**config.mk**
```make
export PLATFORM = sky130hd
export DESIGN_NAME = ring_freq_meter
export DESIGN_NICKNAME = d
export VERILOG_FILES = /design/src/rtl/ring_meter_pkg.sv /design/src/rtl/sync_edge_detect.sv /design/src/rtl/ring_freq_meter.sv
export SDC_FILE = /design/constraint.sdc
export NUM_CORES = 1
export LEC_CHECK = 0
export CAP_MARGIN = 20
export CORE_MARGIN = 2
export CORE_UTILIZATION = 29
export CTS_CLUSTER_SIZE = 8
export DETAILED_ROUTE_END_ITERATION = 10
export PLACE_DENSITY = 0.42
export SYNTH_ARGS = -nofsm -noshare
export SYNTH_HDL_FRONTEND = slang
export SYNTH_HIERARCHICAL = 1
export SYNTH_SLANG_ARGS = --single-unit
export TNS_END_PERCENT = 20
```
**constraint.sdc**
```tcl
create_clock -name clk -period 3.95 [get_ports clk]
set_input_delay 0.5925 -clock clk [delete_from_list [all_inputs] [get_ports clk]]
set_output_delay 0.5925 -clock clk [all_outputs]
set_load 0.02 [all_outputs]
```
**src/rtl/ring_meter_pkg.sv**
```systemverilog
// ring_meter_pkg: shared FSM state type and fixed timing constants for the ring frequency meter.
package ring_meter_pkg;
  typedef enum logic [1:0] {IDLE, ARM, GATE, DONE} state_e;
  localparam int ARM_CYCLES  = 2;
  localparam int SYNC_STAGES = 2;
endpackage

```
**src/rtl/sync_edge_detect.sv**
```systemverilog
// sync_edge_detect: brings an asynchronous tap into the clk domain and emits a one-cycle rise pulse.
module sync_edge_detect
  import ring_meter_pkg::*;
(
  input  logic clk,
  input  logic reset_n,
  input  logic async_i,
  output logic rise_o
);
  // Two synchronizer stages plus one history flop for the edge compare.
  logic [SYNC_STAGES:0] sync_q;
  always_ff @(posedge clk or negedge reset_n)
    if (!reset_n) sync_q <= '0;
    else sync_q <= {sync_q[SYNC_STAGES-1:0], async_i};
  assign rise_o = sync_q[SYNC_STAGES-1] & ~sync_q[SYNC_STAGES];
endmodule

```
**src/rtl/ring_freq_meter.sv**
```systemverilog
// ring_freq_meter: counts rising edges of an async ring-oscillator tap over a 2**GATE_LOG2-cycle gate.
module ring_freq_meter
  import ring_meter_pkg::*;
#(
  parameter int GATE_LOG2 = 16,
  parameter int CNT_W     = 16
) (
  input  logic             clk,
  input  logic             reset_n,
  input  logic             ena,
  input  logic             sample_in,
  input  logic             start,
  input  logic             continuous,
  output logic [CNT_W-1:0] count,
  output logic             valid,
  output logic             overflow,
  output logic             busy
);
  localparam int ARM_W = (ARM_CYCLES > 1) ? $clog2(ARM_CYCLES) : 1;
  state_e               state_q;
  logic [ARM_W-1:0]     arm_q;
  logic [GATE_LOG2-1:0] gate_q;
  logic [CNT_W-1:0]     cnt_q, cnt_d, count_q;
  logic                 ovf_q, ovf_d, overflow_q, valid_q, busy_q;
  logic                 rise, sat;
  sync_edge_detect u_sync (
    .clk    (clk),
    .reset_n(reset_n),
    .async_i(sample_in),
    .rise_o (rise)
  );
  // An edge arriving while the counter is already full is a lost edge: hold and flag it.
  always_comb begin
    sat   = &cnt_q;
    cnt_d = (rise && !sat) ? cnt_q + CNT_W'(1) : cnt_q;
    ovf_d = ovf_q | (rise & sat);
  end
  always_ff @(posedge clk or negedge reset_n) begin
    if (!reset_n) begin
      state_q    <= IDLE;
      arm_q      <= '0;
      gate_q     <= '0;
      cnt_q      <= '0;
      ovf_q      <= 1'b0;
      count_q    <= '0;
      overflow_q <= 1'b0;
      valid_q    <= 1'b0;
      busy_q     <= 1'b0;
    end else begin
      valid_q <= 1'b0;
      if (!ena) begin
        state_q <= IDLE;
        busy_q  <= 1'b0;
      end else begin
        case (state_q)
          IDLE: if (start || continuous) begin
            state_q <= ARM;
            busy_q  <= 1'b1;
            arm_q   <= '0;
            cnt_q   <= '0;
            ovf_q   <= 1'b0;
          end
          ARM: begin
            arm_q <= arm_q + ARM_W'(1);
            if (arm_q == ARM_W'(ARM_CYCLES - 1)) begin
              state_q <= GATE;
              gate_q  <= '0;
            end
          end
          GATE: begin
            cnt_q  <= cnt_d;
            ovf_q  <= ovf_d;
            gate_q <= gate_q + GATE_LOG2'(1);
            if (&gate_q) begin
              state_q    <= DONE;
              count_q    <= cnt_d;
              overflow_q <= ovf_d;
              valid_q    <= 1'b1;
            end
          end
          DONE: begin
            state_q <= continuous ? ARM : IDLE;
            busy_q  <= continuous;
            arm_q   <= '0;
            cnt_q   <= '0;
            ovf_q   <= 1'b0;
          end
          default: state_q <= IDLE;
        endcase
      end
    end
  end
  assign count    = count_q;
  assign overflow = overflow_q;
  assign valid    = valid_q;
  assign busy     = busy_q;
endmodule

```
Word-level counts from Yosys, hierarchy flattened
Cells that the tools add are included.
W data, S select, Z words.

operators by class
  $add $sub $neg = 3
  equal/unequal tests = 9
  muxes and demuxes = 20
  bitwise logic cells = 4
  reductions and logical operators = 15

operators by type and width
  kind                     count
  $mux W16                 3
  $pmux W16 S3             1
  $add A16 B1 Y16 const B  2
  $pmux W16 S2             1
  $reduce_and A16 Y1       2
  $reduce_and A18 Y1       1
  $reduce_and A3 Y1        4
  $ne A3 B3 Y1 const B     3
  $mux W2                  4
  $pmux W2 S4              1
  $mux W1                  7
  $pmux W1 S3              2
  $reduce_bool A3 Y1       2
  $eq A2 B2 Y1 const B     2
  $ne A2 B2 Y1 const B     2
  $ne A3 B1 Y1 const B     1
  $and A1 B1 Y1            2
  $eq A2 B1 Y1 const B     1
  $logic_not A2 Y1         1
  $pmux W1 S2              1
  $reduce_and A2 Y1        1
  $reduce_bool A2 Y1       1
  $add A1 B1 Y1 const B    1
  $logic_and A1 B1 Y1      1
  4 further kinds          4

storage, ports and cells
  register bits after elaboration = 58
  bits of input ports = 6
  output and inout port bits = 19
  logic and storage cells = 61

Logic depth before layout (Yosys ltp)
Gate-level depths: netlist of the first run.

  depth after elaboration = 5
  mapped depth = 8
  depth with buffers taken out = 6

Cells and area by module
The synthesis of the first run kept the hierarchy.

modules (own cells, without submodules)
  module            instances  cells each  area each (um2)  seq. area each (um2)
  ring_freq_meter   1          353         3253.1           1376.3
  sync_edge_detect  1          4           88.8             75.1

Worst setup path before layout of the first run
OpenSTA, ideal clock, no wires.

  path kind = reg2reg
  start = register state_q[0]
  end = register cnt_q[14]
  data arrival time = 1851 ps
  required time = 3820 ps
  slack = 1969 ps
  stages on the path, launching flop included = 9
  path buffers = 2
  cell sequence = dfrtp_1 inv_1 ha_1 or3b_1 clkbuf_1 and3_1 buf_2 a32oi_1 o21ai_0

between the ends
  cells in the longest elaborated chain, start to end = 3

RTL lines
  element                                                              line                   RTL
  start, declared                                                      ring_freq_meter.sv:20  state_e state_q;
  start signal, assigned                                               ring_freq_meter.sv:82  state_q <= continuous ? ARM : IDLE;
  $eq A2 B2 Y1 or $logic_not A2 Y1 (tied branches)                     ring_freq_meter.sv:55  case (state_q)
  $reduce_bool A3 Y1 (no source line) or $ne A2 B2 Y1 (tied branches)  -
  $reduce_and A3 Y1 (no source line)                                   -
  end signal, assigned                                                 ring_freq_meter.sv:71  cnt_q <= cnt_d;
  end, declared                                                        ring_freq_meter.sv:23  logic [CNT_W-1:0] cnt_q, cnt_d, count_q;

Several ways; a longest one is shown, not always the timed one.
A chain may end at the register's enable or synchronous reset.

Worst setup path after layout of the first run
  start = register state_q[0]
  end = register gate_q[15]

between the ends
  cells in the longest elaborated chain, start to end = 3

RTL lines
  element                                                              line                   RTL
  $eq A2 B1 Y1 or $eq A2 B2 Y1 (tied branches)                         ring_freq_meter.sv:55
  $ne A2 B2 Y1 (no source line) or $reduce_bool A2 Y1 (tied branches)  -
  $reduce_and A3 Y1 (no source line)                                   -
  end signal, assigned                                                 ring_freq_meter.sv:73  gate_q <= gate_q + GATE_LOG2'(1);
  end, declared                                                        ring_freq_meter.sv:22  logic [GATE_LOG2-1:0] gate_q;

Several ways; a longest one is shown, not always the timed one.

==> results by group, run 1 <==
Status
  • Outcome: finished, final reports clean

Route
  • Via Count: 2853
  • DR pass1 iterations: 4
  • Drt drc: 0
  • DR WL met2: 4012 um
  • Via density: 5.540
  • Final WL: 8739 um
  • Metal-1 WL: 4334 um
  • Detail Route Antenna Nets: 0
  • Initial DRC Count: 137
  • DR WL met3: 213 um
  • Top routing layer used: met4
  • Wire per inst: 16.97 um

Timing
  • Min Clock Period, post-route: 2660 ps
  • Clock skew: 5.788 ps
  • Slew @ Worst Pin: around 1000 ps
  • Final slew viol count: 0
  • Final-report hold violation count: 0
  • Final setup TNS: 0 ps
  • Rel. slew slack: 0.3239
  • Period utilization: 0.6733
  • Count of endpoints failing setup in the final report: 0
  • RSZ-0062 raised after global routing: no
  • Max Clk Rate: 0.3760 GHz

Flow run
  • Max-cap violation count: 0

CTS
  • Clk pin slew, worst setup/hold paths: around 50 ps
  • Post_cts resized: 0
  • Htree depth: 3
  • Clk_lat worst skew: about 330 ps
  • Hold Buf Count CTS: 0
  • Setup bufs post-CTS: 0
  • Root buffer cell: clkbuf_16
  • CTS Buf Count: 9
  • TritonCTS clock tree: done
  • CTS Buffer Depth: 2
  • CTS Sinks: 58

Pwr
  • LEAKAGE: 0.001569 uW
  • P per Cell Area: between 400 and 500 nW/um2
  • Peak supply drop: 163.7 uV

Setup path
  • Crit end category: flip-flop
  • CP max stage delay: 610 ps
  • Crit-path cells: inv_1, ha_1, mux2_2, nand2_1, or3_1, o311ai_0
  • Data required time of the critical path: between 4000 and 5000 ps
  • Setup CP Type: flip-flop to flip-flop
  • Crit-path max FO: 19
  • CP bufs+invs: 1
  • CP arrival: between 2000 and 3000 ps
  • Worst path slowest cell: ha_1
  • Startpoint types: flip-flop
  • Family with the most delay on the worst path: simple AND/OR/NAND/NOR gates

Layout
  • Area Growth Syn to Fin: 17.37%
  • Fin util: 0.3465
  • Antenna diodes: 0
  • Nets: 380
  • Layout cell share with drive strength beyond 1: 0.09140

Synthesis
  • Post-synth top area share: 0.4343
  • Cell taking the most area after synthesis: dfrtp_1
  • Ys Warns: 6
  • Post-synth EDFFs: 0
  • Netlist Area Pre-Place: 3342 um2
  • Syn nets: 369
  • Async S/R FF share, synth: 1.000
  • Synth Instances: roughly 360
  • Post-Syn Area per Cell: 9.361 um2
  • Top post-synthesis cells by area: dfrtp_1, o21ai_0, a21oi_1, o31ai_1, a31oi_1
  • Most used DFF post-synth: dfrtp_1
  • #FFs+latches synth: 58
  • Netlist cell types: 62
  • Register area share after synthesis: 0.4343

Global routing
  • Largest net degree at the start of global routing: 36
  • GR Overflow Total: 0
  • Vias in the first global route: 2647
  • First-pass GRT wire length: 14410 um
  • GRT Total Usage: 0.1479
  • Antenna violations before repair: 0

Floorplan
  • IO Pins: 25
  • Area of the core region: 11320 um2
  • Die H: 111.4 um
  • Die area: 12400 um2
  • Initial Util: 0.2952
  • Die span in x: 111.4 um
  • FP Rows: 39

Placement
  • # port buffers: 24
  • Placer congestion estimate: approximately 0.77
  • DP Wirelength: 6063 um

Hold path
  • Hold Path Class: input port to async pin
[layer usage]
metal,vias to the layer above,track usage
li1,1399,-
met1,1406,0.2019
met2,38,0.2293
met3,10,0.02776
met4,0,0.06667
met5,-,0
[kinds of logic (layout without fill, tap and decap cells)]
group / Yosys count / after routing / share of synthesized area
mux: 3 / 3 / 0.009360
simple gates: 122 / 122 / 0.2258
xor+xnor: 2 / 2 / 0.005242
fa+ha+maj: 6 / 6 / 0.02246
compound gates: 132 / 132 / 0.2546
buf+inv: 34 / 49 / 0.04830
flops: 58 / 58 / 0.4343
[placed cells by master, fill, tap and decap left out, types with 6 or more instances in the layout]
cell / synthesis / routed
clkbuf_16: 0 / 9
and4_1: 7 / 7
a31oi_1: 17 / 17
and3_1: 8 / 8
a21oi_1: 26 / 26
nor3_1: 11 / 11
ha_1: 6 / 6
o21ai_0: 39 / 39
clkdlybuf4s50_1: 0 / 23
o31ai_1: 16 / 16
nand3_1: 17 / 17
nor2_1: 12 / 12
nand4_1: 7 / 7
nand2_1: 24 / 24
or3_1: 6 / 6
dfrtp_1: 58 / 58
inv_1: 8 / 8
[registers in the layout, indices dropped and copies added (netlist names)]
| name | cells |
|---|---|
| arm_q | 1 |
| busy | 1 |
| cnt_q | 16 |
| count | 16 |
| gate_q | 16 |
| overflow | 1 |
| ovf_q | 1 |
| state_q | 2 |
| u_sync/sync_q | 3 |
| valid | 1 |
[path summary, 6_finish.rpt]
check / from / endpoint / slack [ps] / cells past startpoint
worst max-delay path: state_q[0] / gate_q[15] / 1290 / 6
worst min-delay path: reset_n / gate_q[0] / 340 / 1
worst max register to register: state_q[0] / gate_q[15] / 1290 / 6
worst min register to register: u_sync/sync_q[0] / u_sync/sync_q[1] / 350 / 0
max in group asynchronous: reset_n / cnt_q[1] / 2750 / 2
min in group clk: u_sync/sync_q[0] / u_sync/sync_q[1] / 350 / 0
[cell usage after synthesis, drive strengths merged, types with 4 or more instances]
library cell  number
ha                 6
buf               14
nor2              12
nor3              11
and3               9
nand4             12
and2               6
a41oi              5
dfrtp             58
a21oi             26
o31ai             17
or3                6
or4                4
and4               8
clkbuf            11
inv                8
nand3             17
o211ai             4
a31oi             17
nand2             24
o21ai             40
[stage by stage]
step	area [um2]	std cells	power, uW	hold slack [ps]	worst slack (ps)
6_report	3923	515	1860	342.3	1290
5_1_grt	3923	515	1977	359.6	1102
4_1_cts	3923	515	1887	350.5	1300
3_5_place_dp	3636	500	1108	339.4	1231
3_3_place_gp	3636	500	1106	332.4	1315
2_1_floorplan	3342	357	1004	296.9	1969
[report_power, final]
group / internal (uW) / total [uW] / switching, uW
registers: 647 / 703 / 55.9
clock network: 499 / 762 / 263
logic: 146 / 394 / 248
total: 1290 / 1860 / 568
[cell type report]
cell class	instances	area, um2
fill	1183	7398
clock inverter	3	40.04
inverter	9	33.78
sequential	58	1451
timing repair buffer	25	242.7
multi-input combinational	265	1729
tap	143	178.9
clock buffer	12	246.5
Power figures use the tool's default switching activity.
==> inputs of run 2 (changes only) <==
--- a/config.mk
+++ b/config.mk
@@ -10,7 +10,7 @@
 export CORE_UTILIZATION = 29
 export CTS_CLUSTER_SIZE = 8
 export DETAILED_ROUTE_END_ITERATION = 10
-export PLACE_DENSITY = 0.42
+export PLACE_DENSITY = 0.44
 export SYNTH_ARGS = -nofsm -noshare
 export SYNTH_HDL_FRONTEND = slang
 export SYNTH_HIERARCHICAL = 1
==> constraint.sdc (replaced) <==
create_clock -name clk -period 2.1 [get_ports clk]
set_input_delay 0.315 -clock clk [delete_from_list [all_inputs] [get_ports clk]]
set_output_delay 0.315 -clock clk [all_outputs]
set_load 0.02 [all_outputs]
==> run 2 against run 1 <==
  * Die area unchanged
  * Via count increased by 4.4%
  * Critical path type unchanged
  * Highest routed layer unchanged
  * Flip-flop and latch count is the same
  * Design area rose by 7.7%
  * Worst setup slack got worse by 1100 ps
==> results by group, run 2 (synthesis gave the netlist of run 1 again) <==
Floorplan
  • Die span in x: 111.4 um (unchanged)
  • Die area: 12400 um2 (unchanged)
  • Area of the core region: 11320 um2 (unchanged)
  • IO Pins: 25 (unchanged)
  • Die H: 111.4 um (unchanged)
  • Initial Util: 0.2952 (unchanged)
  • FP Rows: 39 (unchanged)

Route
  • Wire per inst: 16.27 um (was 16.97 um)
  • Initial DRC Count: 112 (was 137)
  • DR pass1 iterations: 4 (unchanged)
  • Drt drc: 0 (unchanged)
  • Detail Route Antenna Nets: 0 (unchanged)
  • Via density: 5.395 (was 5.540)
  • Via Count: 2978 (was 2853)
  • Final WL: 8982 um (was 8739 um)

Timing
  • Final-report hold violation count: 0 (unchanged)
  • Rel. slew slack: 0.6567 (was 0.3239)
  • Final slew viol count: 0 (unchanged)
  • Count of endpoints failing setup in the final report: 0 (unchanged)
  • Clock skew: 4.315 ps (was 5.788 ps)
  • Min Clock Period, post-route: 1944 ps (was 2660 ps)
  • Period utilization: 0.9257 (was 0.6733)
  • RSZ-0062 raised after global routing: no (unchanged)
  • Max Clk Rate: 0.5144 GHz (was 0.3760 GHz)
  • Slew @ Worst Pin: 514.9 ps (was 1006 ps)
  • Final setup TNS: 0 ps (unchanged)

Placement
  • Placer congestion estimate: 0.8314 (was 0.7671)
  • DP Wirelength: 6443 um (was 6063 um)
  • Placed Area: 3924 um2 (was 3636 um2)
  • # port buffers: 24 (unchanged)

Layout
  • Nets: 416 (was 380)
  • Most common cell after layout, fill and taps aside: dfrtp_1 (unchanged)
  • Design area: 4223 um2 (was 3923 um2)
  • Antenna diodes: 0 (unchanged)
  • Layout cell share with drive strength beyond 1: 0.1760 (was 0.09140)
  • Area Growth Syn to Fin: 26.36% (was 17.37%)
  • Commonest non-fill, non-tap cells in the layout: dfrtp_1, o21ai_0, buf_4 (was dfrtp_1, o21ai_0, a21oi_1)

Flow run
  • Max-cap violation count: 0 (unchanged)

Status
  • Outcome: finished, final reports clean (unchanged)

Global routing
  • GRT Total Usage: 0.1524 (was 0.1479)
  • First-pass GRT wire length: 15010 um (was 14410 um)
  • Vias in the first global route: 2906 (was 2647)
  • Antenna violations before repair: 0 (unchanged)
  • Largest net degree at the start of global routing: 39 (was 36)
  • GR Overflow Total: 0 (unchanged)

CTS
  • Root buffer cell: clkbuf_16 (unchanged)
  • TritonCTS clock tree: done (unchanged)
  • Htree depth: 3 (unchanged)
  • CTS Sinks: 58 (unchanged)
  • CTS Buf Count: 9 (unchanged)
  • Setup bufs post-CTS: 0 (unchanged)
  • Clk pin slew, worst setup/hold paths: 50 ps (about the same)
  • CTS Buffer Depth: 2 (unchanged)
  • Clk_lat worst skew: 330 ps (about the same)

Hold path
  • Hold Path Class: flip-flop to flip-flop (was input port to async pin)

Setup path
  • Data required time of the critical path: 2310 ps (was 4150 ps)
  • CP arrival: 2150 ps (was 2860 ps)
  • Crit end category: flip-flop (unchanged)
  • Setup CP Type: flip-flop to flip-flop (unchanged)
  • Crit-path max FO: 21 (was 19)
  • Startpoint types: flip-flop (unchanged)

Pwr
  • P per Cell Area: 860.5 nW/um2 (was 474.1 nW/um2)
  • LEAKAGE: 0.001753 uW (was 0.001569 uW)
  • Peak supply drop: 575.3 uV (was 163.7 uV)
[run 2: changes by cell type in the layout (fill, tap and decap cells not counted), sizes merged]
cell	change
buf	+35
clkbuf	-2
clkinv	+2
clkinvlp	+1
dlygate4sd3	+1
[run 2: per-stage QoR]
step / hold slack [ps] / setup slack (ps) / utilization / total power, uW / std cells
after global placement: 331.9 / 73.40 / 0.3466 / 2213 / 535
final: 349.5 / 156.0 / 0.3730 / 3634 / 552
after global routing: 357.8 / 8.652 / 0.3730 / 3865 / 552
after floorplan: 19.41 / 119.1 / - / 1889 / 357
after detailed placement: 323.3 / 42.52 / 0.3466 / 2223 / 535
after CTS: 348.7 / 108.2 / 0.3728 / 3678 / 552
[run 2: path summary, 6_finish.rpt]
check	cells past startpoint	endpoint	slack [ps]	from
hold reg to reg	0	u_sync/sync_q[1]	350	u_sync/sync_q[0]
setup / recovery	7	cnt_q[15]	160	state_q[0]
setup reg to reg	7	cnt_q[15]	160	state_q[0]
min in group asynchronous	2	gate_q[5]	490	reset_n
max in group asynchronous	3	cnt_q[10]	1020	reset_n
hold / removal	0	u_sync/sync_q[1]	350	u_sync/sync_q[0]
[run 2: per-layer routing]
layer | global-route usage | routed length, um | vias to the layer above
li1 | - | - | 1473
met1 | 0.1973 | 4320 | 1462
met2 | 0.2423 | 4332 | 39
met3 | 0.04954 | 258 | 4
met4 | 0.05021 | 70 | 0
met5 | 0 | 0 | -
[run 2: cell type report]
type | instances | area, um2
clock inverter | 6 | 57.56
tap | 143 | 178.9
multi-input combinational | 265 | 1732
sequential | 58 | 1451
inverter | 9 | 33.78
timing repair buffer | 61 | 540.5
fill | 1163 | 7098
clock buffer | 10 | 229.0
[run 2: repair_timing]
action,4_1_cts,5_1_grt
setup endpoints to repair,0,3
gates resized for setup,0,1
endpoints found under the hold margin,20,0
hold buffers,1,0
[run 2: critical path, stage by stage (launching register included)]
cell     delay, ps
dfrtp_1        400
inv_1          150
ha_1           180
or3b_4         420
and3_1         230
buf_12         160
a41oi_1        210
a31oi_1         60
[run 2: report_power, final]
group	switching, uW	internal, uW	total, uW
clock network	514	908	1420
registers	102	1220	1320
logic	501	392	893
==> inputs of run 3 (changes only) <==
--- a/config.mk
+++ b/config.mk
@@ -6,7 +6,7 @@
 export NUM_CORES = 1
 export LEC_CHECK = 0
 export CAP_MARGIN = 20
-export CORE_MARGIN = 2
+export CORE_MARGIN = 3
 export CORE_UTILIZATION = 29
 export CTS_CLUSTER_SIZE = 8
 export DETAILED_ROUTE_END_ITERATION = 10
==> run 3 against run 2 <==
  * Clock skew up 4.3 ps
  * Combinational power up 2.8%
  * Maximum frequency down 0.19%
  * Worst setup slack worse by 3.7 ps
  * Utilization up 1.0 points
  * Design area up 0.18%
  * Via count up 0.60%
==> results by group, run 3 (synthesis gave the netlist of run 1 again) <==
CTS
  • CTS Sinks: 58 (unchanged)
  • TritonCTS clock tree: done (unchanged)
  • Clk pin slew, worst setup/hold paths: 50 ps (about the same)
  • Root buffer cell: clkbuf_16 (unchanged)
  • CTS Buf Count: 9 (unchanged)
  • Htree depth: 3 (unchanged)
  • Clk_lat worst skew: 320 ps (was 330 ps)
  • CTS Buffer Depth: 2 (unchanged)

Timing
  • Hold WS: 346.3 ps (was 349.5 ps)
  • Slew @ Worst Pin: 437.3 ps (was 514.9 ps)
  • Period utilization: 0.9275 (was 0.9257)
  • RSZ-0062 raised after global routing: no (unchanged)
  • Max Clk Rate: 0.5134 GHz (was 0.5144 GHz)
  • Rel. slew slack: 0.7085 (was 0.6567)
  • Clock skew: 8.573 ps (was 4.315 ps)
  • Final-report hold violation count: 0 (unchanged)
  • Final setup TNS: 0 ps (unchanged)
  • Min Clock Period, post-route: 1948 ps (was 1944 ps)
  • Count of endpoints failing setup in the final report: 0 (unchanged)
  • Final slew viol count: 0 (unchanged)

Global routing
  • Largest net degree at the start of global routing: 59 (was 39)
  • Vias in the first global route: 3070 (was 2906)
  • GR Overflow Total: 0 (unchanged)
  • Antenna violations before repair: 0 (unchanged)
  • GRT Total Usage: 0.1542 (was 0.1524)
  • First-pass GRT wire length: 15860 um (was 15010 um)

Layout
  • Reg area: 1451 um2 (unchanged)
  • Most common cell after layout, fill and taps aside: dfrtp_1 (unchanged)
  • Multi-input logic area: 1732 um2 (unchanged)
  • Area Growth Syn to Fin: 26.58% (was 26.36%)
  • Fill cells: 1123 (was 1163)
  • Design area: 4230 um2 (was 4223 um2)
  • Layout cell share with drive strength beyond 1: 0.1720 (was 0.1760)
  • Antenna diodes: 0 (unchanged)
  • Nets: 415 (was 416)
  • Commonest non-fill, non-tap cells in the layout: dfrtp_1, o21ai_0, buf_4 (unchanged)

Pwr
  • LEAKAGE: 0.001758 uW (was 0.001753 uW)
  • Pwr Total: 3724 uW (was 3634 uW)
  • Peak supply drop: 475.5 uV (was 575.3 uV)
  • P per Cell Area: 880.3 nW/um2 (was 860.5 nW/um2)

Setup path
  • Data required time of the critical path: 2290 ps (was 2310 ps)
  • Startpoint types: flip-flop (unchanged)
  • Setup CP Type: flip-flop to flip-flop (unchanged)
  • CP startpoint: state_q[0] (unchanged)
  • Crit Reg-Reg Endpoint: cnt_q[13] (was cnt_q[15])
  • R2R depth: 7 (unchanged)
  • FF-to-FF Start: state_q[0] (unchanged)
  • CP arrival: 2140 ps (was 2150 ps)
  • R2r setup slk: 150 ps (was 160 ps)
  • Crit end category: flip-flop (unchanged)
  • Crit-path max FO: 21 (unchanged)
  • Critical Path Sink: cnt_q[13] (was cnt_q[15])

Route
  • Via Count: 2996 (was 2978)
  • DR pass1 iterations: 4 (unchanged)
  • Via density: 5.477 (was 5.395)
  • Initial DRC Count: 159 (was 112)
  • Detail Route Antenna Nets: 0 (unchanged)
  • Final WL: 9282 um (was 8982 um)
  • Wire per inst: 16.97 um (was 16.27 um)
  • Drt drc: 0 (unchanged)

Floorplan
  • Die area: 12850 um2 (was 12400 um2)
  • Die H: 113.4 um (was 111.4 um)
  • Die span in x: 113.4 um (was 111.4 um)
  • Area of the core region: 11030 um2 (was 11320 um2)
  • FP Rows: 38 (was 39)
  • Initial Util: 0.3030 (was 0.2952)
  • IO Pins: 25 (unchanged)

Status
  • Outcome: finished, final reports clean (unchanged)

Placement
  • Placer congestion estimate: 0.7928 (was 0.8314)
  • Placed Area: 3913 um2 (was 3924 um2)
  • DP Wirelength: 6454 um (was 6443 um)
  • # port buffers: 24 (unchanged)

Flow run
  • Max-cap violation count: 0 (unchanged)

Hold path
  • Hold Path Class: flip-flop to flip-flop (unchanged)
==> run 3: what timing repair did <==
action | in CTS | in global routing
setup buffers | 0 | 0
hold buffers | 1 | 0
resized for setup | 0 | 1
hold endpoints to repair | 11 | 0
setup endpoints to repair | 0 | 5
==> run 3: worst min path at each step <==
stage | to | cells past startpoint | slack (ps) | start
6_report | u_sync/sync_q[1] | 0 | 350 | u_sync/sync_q[0]
5_1_grt | u_sync/sync_q[1] | 0 | 350 | u_sync/sync_q[0]
4_1_cts | u_sync/sync_q[1] | 0 | 350 | u_sync/sync_q[0]
3_5_place_dp | u_sync/sync_q[1] | 0 | 340 | u_sync/sync_q[0]
3_3_place_gp | u_sync/sync_q[1] | 0 | 340 | u_sync/sync_q[0]
2_1_floorplan | arm_q | 0 | 20 | reset_n
==> run 3: area by class of cell <==
type,instances,share of cell area
Tap cell,140,0.04141
Multi-Input combinational cell,265,0.4093
Clock inverter,2,0.008282
Inverter,9,0.007986
Timing Repair Buffer,60,0.1260
Sequential cell,58,0.3431
Clock buffer,13,0.06389
==> run 3: worst max-delay path, cell delays in order (launching register included) <==
cell     delay (ps)
dfrtp_1         400
inv_1           130
ha_1            180
or3b_4          420
and3_1          230
buf_12          160
a41oi_1         220
a31oi_1          60
==> run 3: routing by layer <==
metal  global-route usage  up-vias  part of all wire
met1               0.2076     1471              0.48
met5                    0        -                 0
met2               0.2484       53              0.48
met3              0.03476        6             0.033
li1                     -     1466                 -
met4              0.04567        0            0.0082
==> run 3: report_power, final <==
part	total [uW]	switching [uW]	internal (uW)
registers	1300	83.6	1220
logic	918	520	398
clock network	1510	500	1010
==> run 3: through the flow <==
step | utilization | instances | worst slack [ps]
detailed placement | 0.3547 | 531 | 35.88
floorplan | - | 357 | 119.1
global placement | 0.3547 | 531 | 70.10
global route | 0.3835 | 547 | 47.51
CTS | 0.3833 | 547 | 100.9
finish | 0.3835 | 547 | 152.3
==> RTL edit (config.mk and constraints of run 3) <==
The 4 states of `state_e` get a Gray code encoding in 2 bits.
--- a/src/rtl/ring_meter_pkg.sv
+++ b/src/rtl/ring_meter_pkg.sv
@@ -1,5 +1,5 @@
 // ring_meter_pkg: shared FSM state type and fixed timing constants for the ring frequency meter.
 package ring_meter_pkg;
-  typedef enum logic [1:0] {IDLE, ARM, GATE, DONE} state_e;
+  typedef enum logic [1:0] {IDLE = 2'b00, ARM = 2'b01, GATE = 2'b11, DONE = 2'b10} state_e;
   localparam int ARM_CYCLES  = 2;
   localparam int SYNC_STAGES = 2;
Behaviour: same outputs for any inputs over 10 cycles, from zero or initial values and one cycle with reset_n low; not proved beyond that.
==> RTL edit against run 3 <==
- sequential power fell by 8%
- core utilization fell by 0.98 points
- clock skew fell by 0.0017 ns
- clock power fell by 41%
- synthesized area fell by 4.6%
- first-iteration DRC count fell by 32%
- sequential cell count did not move
- final area fell by 7.2%
- cell count fell by 3.1%
- non-clock buffer count fell by 8
- total power fell by 28%
- critical path type unchanged
- highest routed layer unchanged
- wire length fell by 15%
- via count fell by 9.8%
- worst setup slack got worse by 0.10 ns
==> RTL edit: results (changes against run 3) <==
- Clk tree area frac: 4.05% (was 7.22%)
- Multi-input logic area: 1640 um2 (was 1730 um2)
- Hold slack: 0.358 ns (was 0.346 ns)
- Worst EP arrival: 2.24 ns (was 2.14 ns)
- Result of the run: complete, no violations (unchanged)
- Synth unique cells: 50 (was 62)
- HPWL Detailed: 5.63 mm (was 6.45 mm)
- P_comb: 582 uW (was 918 uW)
- All-Layer GR Usage: 13.3% (was 15.4%)
- #MultiIn Comb: 262 (was 265)
- Synth Net Count: 358 (was 369)
- Placed instance count: 515 (was 531)
- Net Sw Frac: 30.2% (was 29.6%)
- Sequential power: 1190 uW (was 1300 uW)
- Max stage delay on crit path: 0.44 ns (was 0.42 ns)
- Non-clock buffer share: 12.1% (was 12.6%)
- Post-Place Worst Slack: -0.0118 ns (was 0.0359 ns)
- Crit path from: gate_q[0]$_DFFE_PN0P_ (was state_q[0]$_DFFE_PN0P_)
- GR Util met2: 20.5% (was 24.8%)
- Die Span X: 111 um (was 113 um)
- Flop2flop setup slack: 0.05 ns (was 0.15 ns)
- Fillers: 1,085 (was 1,123)
- Sequential area share after synthesis: 45.5% (was 43.4%)
- Post-Route Utilization: 37.4% (was 38.4%)
- Post-DP Area: 3720 um2 (was 3910 um2)
- VDD IR max: 0.274 mV (was 0.475 mV)
- Num sequential: 58 (unchanged)
- Number of non-clock buffers in the layout: 52 (was 60)
- Fmax: 0.488 GHz (was 0.513 GHz)
RTL edit: cell types whose count changed after synthesis, moves of 9 or more:
cell	delta
a31oi_1	-15
clkbuf_1	-10
mux2i_1	+9
nand2_1	+14
nor2_1	+25
o21ai_0	-24
o21ai_1	+12
o31ai_1	-11
RTL edit: layer usage:
layer | wire length, um | up-vias
met5 | 0 | -
met2 | 3530 | 44
li1 | - | 1333
met4 | 136 | 0
met1 | 3910 | 1314
met3 | 277 | 10
RTL edit: cells by family after synthesis:
kind of cell               after synthesis  share of synthesized area (%)
and+or+nand+nor                        158                           26.4
muxes                                   13                           4.16
DFF                                     58                           45.5
buffers and inverters                   26                           4.08
AOI/OAI and AO/OA                       71                           13.6
adders and majority gates                6                           2.36
xor gates and xnor gates                14                           3.85
RTL edit: timing repair:
item	4_1_cts	5_1_grt
gates resized for setup	2	7
hold endpoints to repair	38	0
endpoints found under the setup margin	1	24
hold buffers	1	0
pin swaps	0	1
setup buffers	0	1
